===== config.mk =====
export PLATFORM = sky130hd
export DESIGN_NAME = muldiv_unit
export DESIGN_NICKNAME = d
export VERILOG_FILES = /design/src/rtl/muldiv_pkg.sv /design/src/rtl/muldiv_signfix.sv /design/src/rtl/muldiv_unit.sv
export SDC_FILE = /design/constraint.sdc
export NUM_CORES = 1
export LEC_CHECK = 0
export BUFFER_PORTS_ARGS = -buffer_cell sky130_fd_sc_hd__buf_2
export CORE_MARGIN = 3
export CORE_UTILIZATION = 48
export DETAILED_ROUTE_END_ITERATION = 10
export PLACE_DENSITY = 0.75
export RECOVER_POWER = 25
export SLEW_MARGIN = 10
export SYNTH_ARGS = -nofsm -noshare
export SYNTH_HDL_FRONTEND = slang
export SYNTH_SLANG_ARGS = --single-unit

===== constraint.sdc =====
create_clock -name clk_i -period 7.1 [get_ports clk_i]
set_input_delay 0.71 -clock clk_i [delete_from_list [all_inputs] [get_ports clk_i]]
set_output_delay 0.71 -clock clk_i [all_outputs]
set_load 0.02 [all_outputs]

===== src/rtl/muldiv_pkg.sv =====
// Shared definitions for the iterative multiply/divide unit.
// Op encodings are also consumed by the ALU control and hazard unit.
package muldiv_pkg;

    localparam int WIDTH_DEF = 32;

    localparam logic [1:0] OP_MULT  = 2'd0;
    localparam logic [1:0] OP_MULTU = 2'd1;
    localparam logic [1:0] OP_DIV   = 2'd2;
    localparam logic [1:0] OP_DIVU  = 2'd3;

    typedef enum logic [1:0] {
        S_IDLE = 2'd0,
        S_CALC = 2'd1,
        S_FIX  = 2'd2
    } state_e;

endpackage


===== src/rtl/muldiv_signfix.sv =====
// Conditional two's-complement negation, used for operand magnitudes
// and for the final sign correction of product, quotient and remainder.
module muldiv_signfix #(
    parameter int W = 32
) (
    input  logic [W-1:0] val_i,
    input  logic         neg_i,
    output logic [W-1:0] val_o
);

    assign val_o = neg_i ? ('0 - val_i) : val_i;

endmodule


===== src/rtl/muldiv_unit.sv =====
// Iterative MULT/MULTU/DIV/DIVU unit with architectural HI/LO.
// One shared 2*WIDTH accumulator serves shift-add and restoring divide.
module muldiv_unit
    import muldiv_pkg::*;
#(
    parameter int WIDTH = WIDTH_DEF
) (
    input  logic             clk_i,
    input  logic             rst_i,
    input  logic             start_i,
    input  logic [1:0]       op_i,
    input  logic [WIDTH-1:0] RSdata_i,
    input  logic [WIDTH-1:0] RTdata_i,
    input  logic             hi_we_i,
    input  logic             lo_we_i,
    output logic             busy_o,
    output logic             done_o,
    output logic [WIDTH-1:0] HI_o,
    output logic [WIDTH-1:0] LO_o
);

    localparam int CW = $clog2(WIDTH);
    localparam logic [CW-1:0] CNT_LAST = CW'(WIDTH - 1);

    state_e             state_q, state_d;
    logic [CW-1:0]      cnt_q, cnt_d;
    logic [2*WIDTH-1:0] acc_q, acc_d;
    logic [WIDTH-1:0]   opb_q, opb_d;
    logic [WIDTH-1:0]   hi_q, hi_d;
    logic [WIDTH-1:0]   lo_q, lo_d;
    logic               is_div_q, is_div_d;
    logic               pneg_q, pneg_d;
    logic               qneg_q, qneg_d;
    logic               rneg_q, rneg_d;
    logic               done_q, done_d;

    logic               signed_op;
    logic               neg_a;
    logic               neg_b;
    logic [WIDTH-1:0]   abs_a;
    logic [WIDTH-1:0]   abs_b;
    logic [2*WIDTH-1:0] prod_fix;
    logic [WIDTH-1:0]   quo_fix;
    logic [WIDTH-1:0]   rem_fix;

    logic [WIDTH:0]     mul_sum;
    logic [WIDTH:0]     rem_sh;
    logic [WIDTH:0]     diff;
    logic [2*WIDTH-1:0] mul_next;
    logic [2*WIDTH-1:0] div_next;

    assign signed_op = (op_i == OP_MULT) || (op_i == OP_DIV);
    assign neg_a     = signed_op & RSdata_i[WIDTH-1];
    assign neg_b     = signed_op & RTdata_i[WIDTH-1];

    muldiv_signfix #(.W(WIDTH)) u_abs_a (
        .val_i (RSdata_i),
        .neg_i (neg_a),
        .val_o (abs_a)
    );

    muldiv_signfix #(.W(WIDTH)) u_abs_b (
        .val_i (RTdata_i),
        .neg_i (neg_b),
        .val_o (abs_b)
    );

    muldiv_signfix #(.W(2*WIDTH)) u_fix_prod (
        .val_i (acc_q),
        .neg_i (pneg_q),
        .val_o (prod_fix)
    );

    muldiv_signfix #(.W(WIDTH)) u_fix_quo (
        .val_i (acc_q[WIDTH-1:0]),
        .neg_i (qneg_q),
        .val_o (quo_fix)
    );

    muldiv_signfix #(.W(WIDTH)) u_fix_rem (
        .val_i (acc_q[2*WIDTH-1:WIDTH]),
        .neg_i (rneg_q),
        .val_o (rem_fix)
    );

    // Multiply: multiplier sits in the low half and shifts out LSB first.
    // Divide: {remainder, quotient} shifts left, quotient bits enter at LSB.
    always_comb begin
        mul_sum  = {1'b0, acc_q[2*WIDTH-1:WIDTH]}
                 + (acc_q[0] ? {1'b0, opb_q} : '0);
        mul_next = {mul_sum, acc_q[WIDTH-1:1]};
        rem_sh   = {acc_q[2*WIDTH-1:WIDTH], acc_q[WIDTH-1]};
        diff     = rem_sh - {1'b0, opb_q};
        if (diff[WIDTH]) begin
            div_next = {rem_sh[WIDTH-1:0], acc_q[WIDTH-2:0], 1'b0};
        end else begin
            div_next = {diff[WIDTH-1:0], acc_q[WIDTH-2:0], 1'b1};
        end
    end

    always_comb begin
        state_d  = state_q;
        cnt_d    = cnt_q;
        acc_d    = acc_q;
        opb_d    = opb_q;
        hi_d     = hi_q;
        lo_d     = lo_q;
        is_div_d = is_div_q;
        pneg_d   = pneg_q;
        qneg_d   = qneg_q;
        rneg_d   = rneg_q;
        done_d   = 1'b0;
        unique case (state_q)
            S_IDLE: begin
                if (start_i) begin
                    state_d  = S_CALC;
                    cnt_d    = '0;
                    acc_d    = {{WIDTH{1'b0}}, abs_a};
                    opb_d    = abs_b;
                    is_div_d = op_i[1];
                    pneg_d   = neg_a ^ neg_b;
                    // A zero divisor must leave the all-ones quotient intact.
                    qneg_d   = (neg_a ^ neg_b) && (RTdata_i != '0);
                    rneg_d   = neg_a;
                end else begin
                    if (hi_we_i) hi_d = RSdata_i;
                    if (lo_we_i) lo_d = RSdata_i;
                end
            end
            S_CALC: begin
                acc_d = is_div_q ? div_next : mul_next;
                cnt_d = cnt_q + 1'b1;
                if (cnt_q == CNT_LAST) state_d = S_FIX;
            end
            S_FIX: begin
                if (is_div_q) begin
                    hi_d = rem_fix;
                    lo_d = quo_fix;
                end else begin
                    hi_d = prod_fix[2*WIDTH-1:WIDTH];
                    lo_d = prod_fix[WIDTH-1:0];
                end
                done_d  = 1'b1;
                state_d = S_IDLE;
            end
            default: state_d = S_IDLE;
        endcase
    end

    always_ff @(posedge clk_i) begin
        if (!rst_i) begin
            state_q  <= S_IDLE;
            cnt_q    <= '0;
            acc_q    <= '0;
            opb_q    <= '0;
            hi_q     <= '0;
            lo_q     <= '0;
            is_div_q <= 1'b0;
            pneg_q   <= 1'b0;
            qneg_q   <= 1'b0;
            rneg_q   <= 1'b0;
            done_q   <= 1'b0;
        end else begin
            state_q  <= state_d;
            cnt_q    <= cnt_d;
            acc_q    <= acc_d;
            opb_q    <= opb_d;
            hi_q     <= hi_d;
            lo_q     <= lo_d;
            is_div_q <= is_div_d;
            pneg_q   <= pneg_d;
            qneg_q   <= qneg_d;
            rneg_q   <= rneg_d;
            done_q   <= done_d;
        end
    end

    assign busy_o = (state_q != S_IDLE);
    assign done_o = done_q;
    assign HI_o   = hi_q;
    assign LO_o   = lo_q;

endmodule


### Yosys cells after proc, flatten, opt, wreduce, memory -nomap -nowiden

Index checks and enable logic that the tools add are counted.

* register bits after elaboration: 172
* input port bits: 71
* logic and storage cells: 68

* $add $sub $neg: 8
* equality and inequality tests: 9
* muxes and demuxes: 24
* bitwise logic cells: 3
* reductions and logical operators: 13

Operators by type and width (number)
* 2-to-1 mux 32 bit: 11
* 2-to-1 mux 64 bit: 4
* case mux 32 bit (2 select lines): 2
* case mux 64 bit (2 select lines): 1
* subtractor 1 x 32 -> 32 bit (first input constant): 4
* subtractor 1 x 64 -> 64 bit (first input constant): 1
* adder 32 x 32 -> 33 bit: 1
* subtractor 33 x 32 -> 33 bit: 1
* nonzero test 32 bit: 1
* != test 2 bit (second input constant): 5
* case mux 5 bit (2 select lines): 1
* AND reduction 2 bit: 3
* AND reduction 3 bit: 2
* nonzero test 2 bit: 3
* adder 5 x 1 -> 5 bit (second input constant): 1
* == test 5 bit (second input constant): 1
* 2-to-1 mux 5 bit: 1
* == test 2 bit (second input constant): 2
* logical NOT 2 bit: 2
* 2-to-1 mux 2 bit: 2
* case mux 2 bit (2 select lines): 1
* bitwise AND 1 bit: 2
* == test 2 x 1 -> 1 bit (second input constant): 1
* logical AND 1 bit: 1
* other kinds (3): 3

### Longest topological paths before layout

Gate-level depths: netlist (run 1).

* depth after elaboration: 6
* gate-level depth with buffers: 15
* depth with buffers taken out: 13

### Hierarchy

From an unflattened synthesis (run 1), not the netlist that was laid out.

* cell total of the unflattened synthesis: 2192
* area, all modules: 16634.7 um^2

Modules (own cells, without submodules)
* muldiv_unit: instances 1, cells an instance 1562, area each 12112.9 um^2, seq. area each 3443.3 um^2
* muldiv_signfix at u_abs_a ...: instances 4, cells an instance 108, area each 767.0 um^2, seq. area each 0.0 um^2
* muldiv_signfix at u_fix_prod: instances 1, cells an instance 198, area each 1453.9 um^2, seq. area each 0.0 um^2

### Worst setup path before layout (run 1)

OpenSTA, ideal clock, no wires.

* path type: reg-to-reg
* start: reg acc_q[0]
* end: reg acc_q[61]
* data arrival time: 3491 ps
* data required time: 6978 ps
* path slack: 3487 ps
* cell stages (with the launch flop): 15
* path buffers: 2
* cells stage by stage: dfxtp_1 clkbuf_1 inv_1 clkbuf_1 nor2_1 ha_1 a21o_1 or3_1 o221a_2 a221o_1 a311oi_2 a21oi_1 a311o_1 a32o_1 nand3b_1

* cells in the longest elaborated chain, start to end: 4

Ends and longest elaborated chain
* start, declared: RTL line muldiv_unit.sv:27 `logic [2*WIDTH-1:0] acc_q, acc_d;`
* start signal, assigned: RTL line muldiv_unit.sv:154 `acc_q <= '0;`
* start signal, assigned: RTL line muldiv_unit.sv:166 `acc_q <= acc_d;`
* 2-to-1 mux 32 bit: RTL line muldiv_unit.sv:90 `+ (acc_q[0] ? {1'b0, opb_q} : '0);`
* adder 32 x 32 -> 33 bit: RTL line muldiv_unit.sv:90
* 2-to-1 mux 64 bit: RTL line muldiv_unit.sv:131 `acc_d = is_div_q ? div_next : mul_next;`
* case mux 64 bit (2 select lines): RTL line muldiv_unit.sv:113 `unique case (state_q)`

No other way between the ends.
A chain may end at the register's enable or synchronous reset.

### Worst setup path in the final report (run 1)

Same ends and word-level chain as after synthesis.

==> metrics.txt, run 1 <==
status=complete, but fails checks; violated checks=max-capacitance violations, max-slew violations; H-tree level count=4; Post-synth EDFFs=0; Initial DRC Count=1,591; HP Class=reg -> reg; Critical Path Start=acc_q[0]; Diodes inserted=0; r2r setup slk=2.76 ns; Peak Freq=approximately 230 MHz; Slew headroom=-53.9%; fin cells=2,264; Worst Skew=0.0236 ns; Synth Warn #=0; total CTS buffers=17; CTS Buffer Depth=2; worst slew pin tran=2.31 ns; leading area contributor after synthesis=dfxtp_1; synthesized area=13,900 µm²; Die Footprint=31,000 µm²; final period utilization=between 60% and 70%; initial antenna violation count=0; Total GRT Usage=28.4%; Clock Pin Slew Worst Setup and Hold Paths=0.07 ns; Routed WL=45,600 µm; Final min period=around 4.3 ns; Avg WL per Cell=20.1 µm; Area growth syn-to-layout=9.79%; number of setup buffers added after CTS=0; Cell variety after synth=87; fin worst setup slack=~2.8 ns; crit path kind=reg -> reg; CTS tree=yes; cells after synthesis=about 1,800; layout filler cell count=approximately 2,700; area share of the largest cell type after synthesis=24.8%; antenna viol nets, final=0; Initial Util=between 40% and 50%; pwr/cell area=188 nW/µm²; via-per-instance ratio=6.33; Die Ht=176 µm; num ports=137; Final Wtd Congestion=0.957; critical path capture point type=flop; Post-Place Cells=2,232; FFs w/ async S/R, synth=0%; Pre-antenna DRT Iters=6; most common cell after layout, fill and taps aside=nor2_1; maxcap violations=2; Die Wd=176 µm; Synth Register Bits=172; vias post-DR=roughly 14,000; Final nets=2,016; register area share after synthesis=about a quarter; drt drc=0; most frequent cells in the layout=237 x nor2_1, 171 x dfxtp_1, 154 x a21oi_1; Final Max Tran Viols=~80; post-CTS sizing=0; DP Wirelength=~34,000 µm; Rows=61; share of cells above drive strength 1=just over 9%; global-route wire length before repair=70,700 µm; setup TNS=0 ns; top post-synthesis cells by area=dfxtp_1 25%, nor2_1 6.4%, ha_1 6.3%; syn nets=1,959; Critical Path AT=4.67 ns; ys flop type=dfxtp_1; RSZ-0062 raised after global routing=false; worst skew pair latency=0.46 ns; clock root buffer=clkbuf_16; # hold bufs at CTS=0; final hold viol count=0; syn_area_per_cell=between 7 and 8 µm²; peak supply drop=0.000148 V; startpoint types=flop; final setup fails=0; vias in the first global route=around 13,000; core area=28,200 µm²; # port buffers=136; grt total ovfl=0; critical-path maximum fanout=31; largest net degree at the start of global routing=94; Data required, critical path=7.43 ns; DP Worst Slack=approximately 2.8 ns; Lkg Pwr=6.15 nW; r2r startpoint=acc_q[0]; Worst Hold Launch=opb_q[30]; clock sink total=172
## layout make-up
| cell class | count | area [µm²] | area share [%] |
|---|---|---|---|
| clock buffers | 18 | 429 | 2.82 |
| flip-flops and latches | 172 | 3440 | 22.6 |
| repair buffers | 153 | 729 | 4.79 |
| inverters | 64 | 243 | 1.59 |
| clock inverters | 14 | 170 | 1.12 |
| well taps | 378 | 473 | 3.10 |
| multi-input cells | 1465 | 9750 | 64.0 |
## worst max-delay path, cell delays in order (launching register included)
cell and delay [ns]:
dfxtp_1 0.38, inv_1 0.76, nor2_1 0.10, ha_1 0.37
a21o_1 0.20, or3_1 0.33, o221a_2 0.30, a221o_1 0.45
a311oi_2 0.39, a21oi_1 0.18, a311o_1 0.37, a32o_1 0.24
nand3b_1 0.14
## routing by layer
layer  wire (µm)  part of all wire [%]  vias to the layer above  track usage [%]
met5           0                     0                        -                0
met4        1590                   3.5                        0             10.3
met3        3790                   8.3                       84             4.54
met2       20500                    45                      681             45.6
met1       19700                    43                     6748             38.5
li1            -                     -                     6812                -
## final timing paths
| check | to | cells after the start |
|---|---|---|
| hold reg to reg | opb_q[30] | 2 |
| hold / removal | opb_q[30] | 2 |
| setup reg to reg | acc_q[61] | 12 |
| setup / recovery | acc_q[61] | 12 |
## stage by stage
| stage | hold WS (ns) | area, µm² | util [%] | total power, mW |
|---|---|---|---|---|
| 6_report | 0.458 | 15200 | 54.1 | 2.87 |
| 5_1_grt | 0.506 | 15200 | 54.1 | 2.99 |
| 3_5_place_dp | 0.447 | 14700 | 52.3 | 1.91 |
| 2_1_floorplan | 0.432 | 13900 | - | 1.67 |
| 3_3_place_gp | 0.446 | 14700 | 52.3 | 1.89 |
| 4_1_cts | 0.457 | 15300 | 54.4 | 2.86 |
## registers in the layout, indices dropped and copies added, names as in the netlist
| register | flops |
|---|---|
| acc_q | 64 |
| HI_o | 32 |
| LO_o | 32 |
| opb_q | 32 |
| cnt_q | 5 |
| state_q | 2 |
| done_o | 1 |
| is_div_q | 1 |
| pneg_q | 1 |
| qneg_q | 1 |
| rneg_q | 1 |
## power by group
group / switching [mW] / total, mW / leakage, nW / internal (mW)
sequential: 0.0772 / 1.10 / 1.41 / 1.02
combinational: 0.505 / 0.804 / 4.45 / 0.299
clock: 0.485 / 0.963 / 0.292 / 0.478
## kinds of logic after synthesis
family,after synthesis,synth area share [%]
multiplexers,72,5.28
AO/OA/AOI/OAI,583,28.0
adder cells (fa/ha/maj),72,6.60
AND/OR/NAND/NOR,580,20.2
flip-flops,172,24.8
buffers and inverters,179,5.12
XOR/XNOR,158,9.97
## cells in the mapped netlist, types with 5 or more instances
library cell	n
buf_2	6
nand2_1	123
o22ai_1	14
o41ai_1	6
nand2b_1	21
o211ai_1	9
and4_1	5
a31oi_1	24
xnor2_1	84
mux2i_1	62
a222oi_1	19
nand4_1	12
a211oi_1	100
mux2_2	10
or3_1	20
or4_1	9
xor2_1	74
dfxtp_1	172
and2_1	10
nor2_1	238
buf_1	15
nor2b_1	14
o21a_1	8
nor4_1	15
a22oi_1	26
a21o_1	35
o221ai_1	5
and3_1	19
o31ai_1	21
clkbuf_1	88
o21ai_0	94
nor3b_1	6
nand3b_1	7
o21bai_1	8
a21oi_1	154
nand3_1	24
nor3_1	34
a311oi_1	14
ha_1	70
inv_1	63
(Power assumes the default switching activity.)
==> inputs of run 2 (changes only) <==
--- a/config.mk
+++ b/config.mk
@@ -5,11 +5,12 @@
 export SDC_FILE = /design/constraint.sdc
 export NUM_CORES = 1
 export LEC_CHECK = 0
+export ABC_AREA = 1
 export BUFFER_PORTS_ARGS = -buffer_cell sky130_fd_sc_hd__buf_2
 export CORE_MARGIN = 3
 export CORE_UTILIZATION = 48
 export DETAILED_ROUTE_END_ITERATION = 10
-export PLACE_DENSITY = 0.75
+export PLACE_DENSITY = 0.74
 export RECOVER_POWER = 25
 export SLEW_MARGIN = 10
 export SYNTH_ARGS = -nofsm -noshare
==> constraint.sdc (replaced) <==
create_clock -name clk_i -period 4.5 [get_ports clk_i]
set_input_delay 0.45 -clock clk_i [delete_from_list [all_inputs] [get_ports clk_i]]
set_output_delay 0.45 -clock clk_i [all_outputs]
set_load 0.02 [all_outputs]
==> run 2 against run 1 <==
Compared with the run above: the run now ends clean; flip-flop and latch count did not move; maximum frequency rose by 44%; critical path depth rose by 5; area after synthesis rose by 28%; count of clock-buffer cells in the layout did not move; cell area rose by 27%; sequential power rose by 60%; first-iteration DRC count rose by 23%; clock skew fell by 0.013 ns; die area rose by 27%; sequential share of layout area fell by 4.7 points; worst hold slack got worse by 0.20 ns; critical endpoint is now acc_q[63]; largest cell class unchanged; largest power group is now combinational cells.
==> metrics.txt, run 2 <==
status=completed; critical path capture point type=flop; Final Max Tran Viols=0 (-100%); Synth Warn #=0 (unchanged); core area=36,000 µm² (+28%); FFs w/ async S/R, synth=0% (unchanged); vias post-DR=21,200 (+48%); Final Wtd Congestion=0.987 (+3.1%); HP Class=in -> reg; Peak Freq=331 MHz (+44%); syn_area_per_cell=5.58 µm² (-27%); max FFs per register=64 (unchanged); Initial DRC Count=1,964 (+23%); NetSw=2.35 mW (+120%); # port buffers=136 (unchanged); final period utilization=67.2% (+6.0 points); startpoint types=flop; clock sink total=172 (unchanged); Internal=3.21 mW (+78%); # hold bufs at CTS=0 (unchanged); H-tree level count=4 (unchanged); synthesized area=17,700 µm² (+28%); Worst Skew=0.0111 ns (-0.0125 ns); peak supply drop=0.000307 V (+110%); Area growth syn-to-layout=8.91%; Avg WL per Cell=19.3 µm (-4.2%); Slew headroom=25.2% (+79 points); Cell variety after synth=55 (-37%); RSZ-0062 raised after global routing=false; antenna viol nets, final=0 (unchanged); final hold viol count=0 (unchanged); vias in the first global route=19,400 (+51%); Synth Register Bits=172 (unchanged); Pre-antenna DRT Iters=6 (unchanged); WHS Path Cells=3 (+1); pwr/cell area=288 nW/µm² (+53%); Routed WL=71,600 µm (+57%); register area share after synthesis=19.4% (-5.4 points); total CTS buffers=17 (unchanged); Flop pwr share=31.7% (-6.7 points); Die Wd=198 µm (+13%); ys flop type=dfxtp_1; Lkg Pwr=9.58 nW (+56%); Comb pwr share=38.3% (+10 points); largest net degree at the start of global routing=97 (+3.2%); area share of the largest cell type after synthesis=19.5% (-5.3 points); Post-synth EDFFs=0 (unchanged); worst slew pin tran=1.12 ns (-1.19 ns); critical-path maximum fanout=19 (-39%); FF+latch area=3450 µm² (about the same); Switching Share=42.2% (+5.0 points); grt total ovfl=0 (unchanged); Clock power frac=30.0% (-3.6 points); CTS tree=yes; maxcap violations=0 (-2); share of cells above drive strength 1=7.01% (-2.1 points); global-route wire length before repair=108,000 µm (+53%); Clock Pin Slew Worst Setup and Hold Paths=0.07 ns (about the same); cells after synthesis=3,177 (+75%); synth cell count leaders=920 x nand2_1, 440 x inv_1, 304 x nor2_1, 278 x nand3_1, 276 x o21ai_0; setup TNS=0 ns (unchanged); Total GRT Usage=35.4% (+7.0 points); Diodes inserted=0 (unchanged); Initial Util=49.2% (about the same); Critical Path AT=3.41 ns (-1.26 ns); Multi-input gate area=12,100 µm² (+24%); final setup fails=0 (unchanged); post-CTS sizing=0 (unchanged); Die Footprint=39,300 µm² (+27%); Final min period=3.02 ns (-1.32 ns); leading area contributor after synthesis=nand2_1; clock root buffer=clkbuf_16; layout filler cell count=3,899 (+42%); initial antenna violation count=2 (+2); most common cell after layout, fill and taps aside=nand2_1; Rows=69 (+13%); Largest Register=acc_q; CTS Buffer Depth=2 (unchanged); count leader, synth=nand2_1; Data required, critical path=4.89 ns (-2.54 ns); cell depth of the worst flop-to-flop path=17 (+5); drt drc=0 (unchanged); Die Ht=198 µm (+13%); number of setup buffers added after CTS=0 (unchanged); DP Wirelength=55,300 µm (+63%); num ports=137 (unchanged); top post-synthesis cells by area=nand2_1 19%, dfxtp_1 19%, inv_1 9.3%; syn nets=3,320 (+69%); via-per-instance ratio=5.72 (-9.5%); worst skew pair latency=0.46 ns (about the same); Final nets=3,381 (+68%); most frequent cells in the layout=920 x nand2_1, 437 x inv_1, 300 x nor2_1; Tot Pwr=5.56 mW (+94%); crit path kind=reg -> reg
## run 2: cell types whose count changed after synthesis, moves of 26 or more
cell,previous run,this run
a22oi_1,26,0
mux2i_1,62,0
a21oi_1,154,218
nand2_1,123,920
a211oi_1,100,0
nand3_1,24,278
a21o_1,35,5
nor2_1,238,304
o21ai_0,94,276
inv_1,63,440
xnor2_1,84,21
## run 2: metrics by stage
| stage | hold slack, ns | cell area (µm²) | setup WS [ns] | util [%] | instances |
|---|---|---|---|---|---|
| 2_1_floorplan | 0.439 | 17700 | 1.91 | - | 3177 |
| 3_3_place_gp | 0.451 | 18700 | 1.60 | 52.1 | 3680 |
| 3_5_place_dp | 0.462 | 18700 | 1.58 | 52.1 | 3680 |
| 4_1_cts | 0.246 | 19400 | 1.55 | 53.8 | 3712 |
| 5_1_grt | 0.292 | 19300 | 1.21 | 53.6 | 3712 |
| 6_report | 0.258 | 19300 | 1.48 | 53.6 | 3712 |
## run 2: cell type report
cell class	instances	share of cell area [%]
clock inverters	14	1.06
flip-flops and latches	172	17.9
inverters	447	8.70
clock buffers	18	2.22
well taps	461	2.99
repair buffers	172	4.54
multi-input cells	2428	62.6
## run 2: logic make-up after synthesis
group | synth area share [%]
buffers and inverters | 12.5
AO/OA/AOI/OAI | 19.0
flip-flops | 19.4
XOR/XNOR | 3.79
AND/OR/NAND/NOR | 40.2
adder cells (fa/ha/maj) | 5.17
## run 2: worst paths after layout
kind	start	end	slack [ns]
hold reg to reg	LO_o[0]	LO_o[0]	0.47
hold / removal	RTdata_i[13]	opb_q[13]	0.26
setup reg to reg	acc_q[0]	acc_q[63]	1.48
setup / recovery	acc_q[0]	acc_q[63]	1.48
## run 2: metal layers
layer  global-route usage [%]  part of all wire, %  up-vias  routed length [µm]
met3                     5.33                  8.0      248                5690
met2                     57.5                   45      992               32000
li1                         -                    -    10400                   -
met5                        0                0.039        -                  28
met1                     43.7                   40     9611               28800
met4                     23.0                  7.1        4                5070
## run 2: worst max-delay path, stage by stage, from the launching register on
cell,delay (ns)
dfxtp_1,0.33
buf_4,0.30
nand2_1,0.09
inv_1,0.06
ha_1,0.19
inv_1,0.09
fa_1,0.43
o21ai_1,0.40
inv_1,0.07
o21ai_0,0.28
nand2_1,0.15
nand3_1,0.13
nand2_1,0.07
nand3_1,0.07
nand2_1,0.06
inv_1,0.08
nand2_1,0.06
a21oi_2,0.11
## run 2: power groups by stage
stage / registers, mW / logic [mW] / clock network, mW
4_1_cts: 1.76 / 2.09 / 1.67
5_1_grt: 1.77 / 2.36 / 1.73
6_report: 1.76 / 2.13 / 1.67
3_5_place_dp: 1.79 / 2.08 / 0
2_1_floorplan: 1.77 / 1.47 / 0
3_3_place_gp: 1.79 / 2.06 / 0
